### src/rtl/cpu_pkg.sv
// Shared phase codes and sequencer state type for the CPU core control path.
package cpu_pkg;

  localparam logic [1:0] PH_FETCH = 2'b00;
  localparam logic [1:0] PH_EXEC1 = 2'b10;
  localparam logic [1:0] PH_EXEC2 = 2'b01;
  localparam logic [1:0] PH_IDLE  = 2'b11;

  typedef enum logic [2:0] {
    S_FETCH,
    S_EXEC1,
    S_EXEC2,
    S_HALT,
    S_INT
  } seq_state_t;

endpackage

### src/rtl/retire_counter.sv
// Free-running instruction counter: increment enable, synchronous active-low clear, natural wrap.
module retire_counter #(
  parameter int W = 16
) (
  input  logic         clk,
  input  logic         clr_n_i,
  input  logic         inc_i,
  output logic [W-1:0] count_o
);

  logic [W-1:0] count_q, count_d;

  always_comb begin
    count_d = count_q;
    if (inc_i) count_d = count_q + 1'b1;
  end

  always_ff @(posedge clk) begin
    if (!clr_n_i) count_q <= '0;
    else          count_q <= count_d;
  end

  assign count_o = count_q;

endmodule

### src/rtl/cpu_sequencer.sv
// Master phase sequencer: fetch/exec1/exec2 stepping, halt, interrupt entry and retire count.
module cpu_sequencer
  import cpu_pkg::*;
#(
  parameter int RETIRE_W = 16
) (
  input  logic                clk,
  input  logic                reset_n,
  input  logic                sm_extra,
  input  logic                halt_req,
  input  logic                mem_ready,
  input  logic                mul_busy,
  input  logic                irq,
  input  logic                int_en,
  output logic [1:0]          state,
  output logic                int_cycle,
  output logic                int_ack,
  output logic                halted,
  output logic                stall,
  output logic                instr_done,
  output logic [RETIRE_W-1:0] retired
);

  seq_state_t state_q, state_d;
  logic       take_int;

  assign take_int = irq && int_en;

  always_ff @(posedge clk) begin
    if (!reset_n) state_q <= S_FETCH;
    else          state_q <= state_d;
  end

  always_comb begin
    state_d    = state_q;
    stall      = 1'b0;
    instr_done = 1'b0;
    case (state_q)
      S_FETCH: begin
        if (!mem_ready) stall   = 1'b1;
        else            state_d = S_EXEC1;
      end
      S_EXEC1: begin
        if (mul_busy || !mem_ready) stall   = 1'b1;
        else if (sm_extra)          state_d = S_EXEC2;
        else                        instr_done = 1'b1;
      end
      S_EXEC2: begin
        if (!mem_ready) stall      = 1'b1;
        else            instr_done = 1'b1;
      end
      S_HALT: begin
        if (take_int) state_d = S_INT;
      end
      S_INT:   state_d = S_FETCH;
      default: state_d = S_FETCH;
    endcase
    // irq/halt are only looked at when an instruction actually retires
    if (instr_done) begin
      if (take_int)      state_d = S_INT;
      else if (halt_req) state_d = S_HALT;
      else               state_d = S_FETCH;
    end
  end

  always_comb begin
    case (state_q)
      S_FETCH: state = PH_FETCH;
      S_EXEC1: state = PH_EXEC1;
      S_EXEC2: state = PH_EXEC2;
      default: state = PH_IDLE;
    endcase
  end

  assign int_cycle = (state_q == S_INT);
  assign int_ack   = (state_q == S_INT);
  assign halted    = (state_q == S_HALT);

  retire_counter #(.W(RETIRE_W)) u_retire (
    .clk     (clk),
    .clr_n_i (reset_n),
    .inc_i   (instr_done),
    .count_o (retired)
  );

endmodule
### config.mk
export PLATFORM = sky130hd
export DESIGN_NAME = cpu_sequencer
export DESIGN_NICKNAME = d
export VERILOG_FILES = /design/src/rtl/cpu_pkg.sv /design/src/rtl/retire_counter.sv /design/src/rtl/cpu_sequencer.sv
export SDC_FILE = /design/constraint.sdc
export NUM_CORES = 1
export LEC_CHECK = 0
export CORE_UTILIZATION = 50
export CTS_BUF_LIST = sky130_fd_sc_hd__clkbuf_2
export CTS_CLUSTER_SIZE = 40
export DETAILED_ROUTE_END_ITERATION = 6
export PLACE_DENSITY = 0.86
export SYNTH_ARGS = -nofsm -noshare
export SYNTH_HDL_FRONTEND = slang
export SYNTH_SLANG_ARGS = --single-unit
### constraint.sdc
create_clock -name clk -period 3.25 [get_ports clk]
set_input_delay 0.65 -clock clk [delete_from_list [all_inputs] [get_ports clk]]
set_output_delay 0.65 -clock clk [all_outputs]
set_load 0.03 [all_outputs]
==> impl_metrics.tcl, run 1 <==
set metrics [dict create \
    antenna_left 0 \
    wl_um 2265 \
    dr_total_vias 937 \
    synth_top_cell_by_area "dfxtp_1" \
    utilization 0.7254 \
    cpPeakStageDelay_ns 0.75 \
    htree_levels 1 \
    ys_top_cells_by_area "dfxtp_1 (40%), a21oi_1 (6.9%), or3_1 (6.0%)" \
    cp_max_fo 4 \
    gr-total-overflow 0 \
    die_h_um 45.35 \
    yosys_warnings 0 \
    syn_area_sq_um 939.7 \
    ys.flop_type "dfxtp_1" \
    critPathKind "primary input to primary output" \
    cts_buffers 3 \
    dr.pass1.iters 4 \
    ys_ff_latch 19 \
    tightest_slew_ns 0.5020 \
    synth.most_common_cell "dfxtp_1" \
    finalCritPeriodShare 0.9209 \
    post_cts_resized 0 \
    remaining_drc_errors 0 \
    power_frac_comb 0.169 \
    ir_drop_uv 296.5 \
    first_global_vias 820 \
    startpoint_type "primary input" \
    start_util 0.5384 \
    cp_slowest_cell "clkdlybuf4s50_1" \
    async_flop_share 0 \
    rsz0062_at_grt "no" \
    synthTopCellsByCount "dfxtp_1 (19), a21oi_1 (13), o21ai_0 (9), or3_1 (9), nand2_1 (8)" \
    syn_to_final_growth_pct 34.75 \
    p_total_uw 416.3 \
    status "complete, no violations" \
    grt_pass1_wl_um 3650 \
    grt_max_degree 17 \
    cts.path.max_buffers 2 \
    cts.sinks 19 \
    root_buffer "clkbuf_2" \
    yosysSeqAreaShare 0.4048 \
    fmax_ghz 0.3341 \
    power.density_nw_per_um2 328.8 \
    cts.reportedPaths.clkPinSlew_ns 0.17 \
    setup_viol_count_final 0 \
    synth_cell_type_count 33 \
    drive_gt1_frac 0.08511 \
    p_leak_uw 0.0004150 \
    holdBufCountCts 0 \
    groute.usage.overall 0.2452 \
    syn-num-nets 119 \
    slew_headroom 0.6649 \
    cp.required_ns 2.60 \
    post_cts_buffers 0 \
    end_kind "primary output" \
    hold_ws_ns 0.4884 \
    num_antenna_cells 0 \
    maxCapViolCount 0 \
    synth_edf_count 0 \
    portBuffers 30 \
    gp_congestion 0.8335 \
    hp-class "register to register" \
    cellInternalPower_uw 302.7 \
    p_sw_uw 113.6 \
    fin_tns_setup_ns 0 \
    crit_chain "clkdlybuf4s50_1 > a21boi_0 > nor3b_1 > clkdlybuf4s50_1" \
    cp_data_arrival_time_ns 2.34 \
    die-area_sq_um 2057 \
    drv_slew 0 \
    rows 15 \
    dp_hpwl_um 1711 \
    sw_frac_of_total 0.2729 \
    viasPerCell 5.645 \
    power_frac_seq 0.587 \
    cpMostUsedCell "clkdlybuf4s50_1" \
    num_io_pins 31 \
    fin_crit_ns 2.993 \
    syn_avg_cell_area_sq_um 8.542 \
    finalNetCount 151 \
    wl_per_cell_um 13.64 \
    fin_skew_ns 0.001217 \
    die_w_um 45.35 \
    netlist_instances 110 \
    drt_iter0_markers 26 \
    cts_tree "built" \
    finalHoldViolations 0 \
    core_region_area_sq_um 1745 \
    antenna_found_initial 0 \
    yosysTopAreaCellShare 0.4048 \
    insertion_delay_ns 0.30 \
    p_clk_frac 0.244 \
]
[kinds of logic after synthesis]
family          after synthesis  share of synthesized area
compound gates               35                     0.2357
simple gates                 43                     0.2703
fa+ha+maj                     1                    0.01331
flops                        19                     0.4048
buf+inv                       9                    0.04793
xor+xnor                      3                    0.02797
[metal layers]
| metal | track usage | share of wire | vias to the layer above | wire [um] |
|---|---|---|---|---|
| met3 | 0.07200 | 0.034 | 2 | 76 |
| met4 | 0.05455 | 0.0044 | 0 | 10 |
| met1 | 0.3168 | 0.46 | 449 | 1047 |
| met2 | 0.4029 | 0.50 | 19 | 1130 |
| met5 | 0 | 0 | - | 0 |
| li1 | - | - | 467 | - |
[layout by cell type, fill, tap and decap left out, types with 3 or more instances in the layout]
master and count:
a21oi_1 13, clkbuf_2 4, clkdlybuf4s50_1 29, dfxtp_1 19, inv_1 6, nand2_1 8
nand3_1 5, nor2_1 4, nor3b_1 3, o21ai_0 9, or3_1 9, xnor2_1 3
[area by class of cell]
cell class / count / area, sq um
well taps: 25 / 31.28
flip-flops and latches: 19 / 380.4
inverters: 6 / 22.52
repair buffers: 30 / 297.8
multi-input cells: 82 / 514.2
clock buffers: 4 / 20.02
fillers: 153 / 479.2
[flip-flops by register name, summed over array words and instances, names as in the netlist]
register,cells
state_q,3
u_retire.count_o,16
[power groups by stage]
stage / Combinational [uW] / Sequential, uW / Clock [uW]
6_report: 70.4 / 244 / 101
4_1_cts: 70.2 / 244 / 105
3_3_place_gp: 68.5 / 249 / 0
2_1_floorplan: 39.2 / 250 / 0
3_5_place_dp: 70.0 / 249 / 0
5_1_grt: 74.2 / 246 / 115
[path summary, 6_finish.rpt]
| check | from | endpoint | slack, ns | cells after the start |
|---|---|---|---|---|
| min | u_retire.count_o[15] | u_retire.count_o[15] | 0.49 | 2 |
| min reg2reg | u_retire.count_o[15] | u_retire.count_o[15] | 0.49 | 2 |
| max reg2reg | state_q[0] | u_retire.count_o[14] | 1.20 | 4 |
| max | mem_ready | stall | 0.26 | 4 |
[through the flow]
stage / cell area (sq um) / worst slack [ns] / std cells
finish: 1266 / 0.2570 / 166
floorplan: 939.7 / 0.9214 / 110
global route: 1266 / 0.1871 / 166
CTS: 1266 / 0.2823 / 166
global placement: 1246 / 0.3715 / 162
detailed placement: 1246 / 0.2819 / 162
[critical path: cells and delay by family]
kind	cells	cell delay [ns]
AOI/OAI and AO/OA	1	0.17
and+or+nand+nor	1	0.31
buffers and inverters	2	1.20
(Power assumes the default switching activity.)
==> inputs of run 2 (changes only) <==
--- a/config.mk
+++ b/config.mk
@@ -5,11 +5,13 @@
 export SDC_FILE = /design/constraint.sdc
 export NUM_CORES = 1
 export LEC_CHECK = 0
+export ABC_AREA = 1
 export CORE_UTILIZATION = 50
 export CTS_BUF_LIST = sky130_fd_sc_hd__clkbuf_2
 export CTS_CLUSTER_SIZE = 40
 export DETAILED_ROUTE_END_ITERATION = 6
-export PLACE_DENSITY = 0.86
+export MAX_ROUTING_LAYER = met4
+export PLACE_DENSITY = 0.82
 export SYNTH_ARGS = -nofsm -noshare
 export SYNTH_HDL_FRONTEND = slang
 export SYNTH_SLANG_ARGS = --single-unit
==> run 2 against run 1 <==
Critical path depth grew 2. Clock power is essentially flat. Combinational power grew 59%. Register-to-register slack gained 0.45 ns. Clock-buffer cell count shrank 1. Via count grew 34%. Wire length grew 26%. Sequential share of layout area shrank 3.9 points. Largest cell class unchanged.
==> impl_metrics.tcl, run 2 <==
set metrics [dict create \
    slew_headroom 0.7749 \
    num_io_pins 31 \
    ir_drop_uv 226.5 \
    first_global_vias 1109 \
    cp.required_ns 2.60 \
    r2r_slack_ns 1.65 \
    startpoint_type "primary input" \
    cpMostUsedCell "clkdlybuf4s50_1" \
    gr-usage-met1 0.2857 \
    cts_buffers 3 \
    htree_levels 1 \
    ff2ff_path_depth 10 \
    cts.reportedPaths.clkPinSlew_ns 0.18 \
    critPathKind "primary input to primary output" \
    dr.pass1.iters 5 \
    cp_data_arrival_time_ns 2.30 \
    r2r_start "u_retire.count_o[0]" \
    largest_reg_flops 16 \
    die_w_um 49.72 \
    grtUsageMet2 0.4392 \
    drv_slew 0 \
    cpPeakStageDelay_ns 0.66 \
    power.density_nw_per_um2 320.0 \
    final_common_cell "nand2_1" \
    netlist_instances 179 \
    root_buffer "clkbuf_2" \
    p_leak_uw 0.0005323 \
    die-area_sq_um 2472 \
    num_antenna_cells 0 \
    crit_path_start "mem_ready" \
    fin_skew_ns 0.008123 \
    finalCritPeriodShare 0.9077 \
    setup_ws_ns 0.2999 \
    async_flop_share 0 \
    fmax_ghz 0.3390 \
    grt_pass1_wl_um 4664 \
    crit_chain "clkdlybuf4s50_1 > inv_1 > nor3_1 > nand2_2 > nand2_4 > clkdlybuf4s50_1" \
    insertion_delay_ns 0.31 \
    antenna_left 0 \
    hold_ws_ns 0.5151 \
    gr-total-overflow 0 \
    drt_iter0_markers 41 \
    ys_ff_latch 19 \
    remaining_drc_errors 0 \
    end_kind "primary output" \
    cp_max_fo 4 \
    synth_top_cell_by_area "dfxtp_1" \
    use_met3 0.03704 \
    hp-class "register to register" \
    synth_cell_type_count 25 \
    cts.path.max_buffers 2 \
    dr_total_vias 1253 \
    grt_max_degree 25 \
    post_cts_resized 0 \
    cp-endpoint "instr_done" \
    ys.flop_type "dfxtp_1" \
    synthTopCellsByCount "nand2_1 (58), nor2_1 (21), dfxtp_1 (19), inv_1 (16), a21oi_1 (15)" \
    post_cts_buffers 0 \
    r2r_end "u_retire.count_o[10]" \
    gp_congestion 0.8775 \
    instances_no_fill 237 \
    holdBufCountCts 0 \
    synth.most_common_cell "nand2_1" \
    fin_tns_setup_ns 0 \
    antenna_found_initial 0 \
    mostFrequentLayoutCells "nand2_1 (58), clkdlybuf4s50_1 (30), nor2_1 (21), dfxtp_1 (19), inv_1 (16)" \
    viasPerCell 5.287 \
    wl_per_cell_um 12.07 \
    cp_slowest_cell "clkdlybuf4s50_1" \
    core_region_area_sq_um 2042 \
    cts.sinks 19 \
    drive_gt1_frac 0.08095 \
    die_h_um 49.72 \
    finalNetCount 220 \
    cts_tree "built" \
    fin_crit_ns 2.950 \
    synth_edf_count 0 \
    start_util 0.5576 \
    groute.usage.overall 0.2497 \
    syn_area_sq_um 1139 \
    tightest_slew_ns 0.3366 \
    wl_um 2861 \
    rows 16 \
    yosysTopAreaCellShare 0.3341 \
    finalHoldViolations 0 \
    dpl_worst_slack_ns 0.3160 \
    dp_hpwl_um 2165 \
    syn_avg_cell_area_sq_um 6.361 \
    yosys_warnings 0 \
    maxCapViolCount 0 \
    setup_viol_count_final 0 \
    portBuffers 30 \
    yosysSeqAreaShare 0.3341 \
    top_usage_layer "met2" \
    rsz0062_at_grt "no" \
    dp_cells 233 \
    syn_to_final_growth_pct 27.58 \
    ys_top_cells_by_area "dfxtp_1 (33%), nand2_1 (19%), nor2_1 (6.9%)" \
    status "complete, no violations" \
    syn-num-nets 188 \
]
run 2: cell count changes after synthesis, sizes merged, moves of 3 or more:
cell / delta
nand2: +53
nor2: +22
inv: +12
nand3: +10
or3: -9
a21oi: +3
nor3b: -3
run 2: how the worst min path moves through the flow:
stage,slack [ns],start,cells after the start,to
after floorplan,0.54,state_q[1],2,state_q[2]
after global placement,0.49,u_retire.count_o[5],2,u_retire.count_o[5]
after detailed placement,0.49,u_retire.count_o[5],2,u_retire.count_o[5]
after CTS,0.51,u_retire.count_o[5],2,u_retire.count_o[5]
after global routing,0.56,u_retire.count_o[15],2,u_retire.count_o[15]
final,0.52,u_retire.count_o[5],2,u_retire.count_o[5]
run 2: layout make-up:
class,count,area (sq um)
clock buffers,3,15.01
clock inverters,1,5.005
fillers,197,589.3
inverters,19,71.32
multi-input cells,137,639.4
flip-flops and latches,19,380.4
well taps,27,33.78
repair buffers,31,307.8
run 2: power breakdown:
group | internal [uW] | switching [uW] | total, uW
combinational | 42.6 | 69.7 | 112
clock | 27.9 | 76.5 | 104
sequential | 240 | 8.32 | 248
total | 310 | 154 | 465
run 2: through the flow:
stage          instance area (sq um)  power [uW]  utilization
3_3_place_gp                    1433       362.3       0.7016
2_1_floorplan                   1139       329.5            -
5_1_grt                         1453       488.2       0.7114
6_report                        1453       464.9       0.7114
4_1_cts                         1453       468.4       0.7114
3_5_place_dp                    1433       364.0       0.7016
run 2: layer usage:
metal	vias to the layer above	wire length, um
li1	633	-
met1	571	1249
met2	45	1420
met3	4	151
met4	0	40
met5	-	0
run 2: cell families after synthesis:
group / share of synthesized area
flops: 0.3341
xor+xnor: 0.01539
compound gates: 0.1209
buf+inv: 0.1044
simple gates: 0.4143
fa+ha+maj: 0.01099
run 2: worst max-delay path: cells and delay by family:
| kind | cells | cell delay [ns] |
|---|---|---|
| buffers and inverters | 3 | 1.25 |
| and+or+nand+nor | 3 | 0.40 |
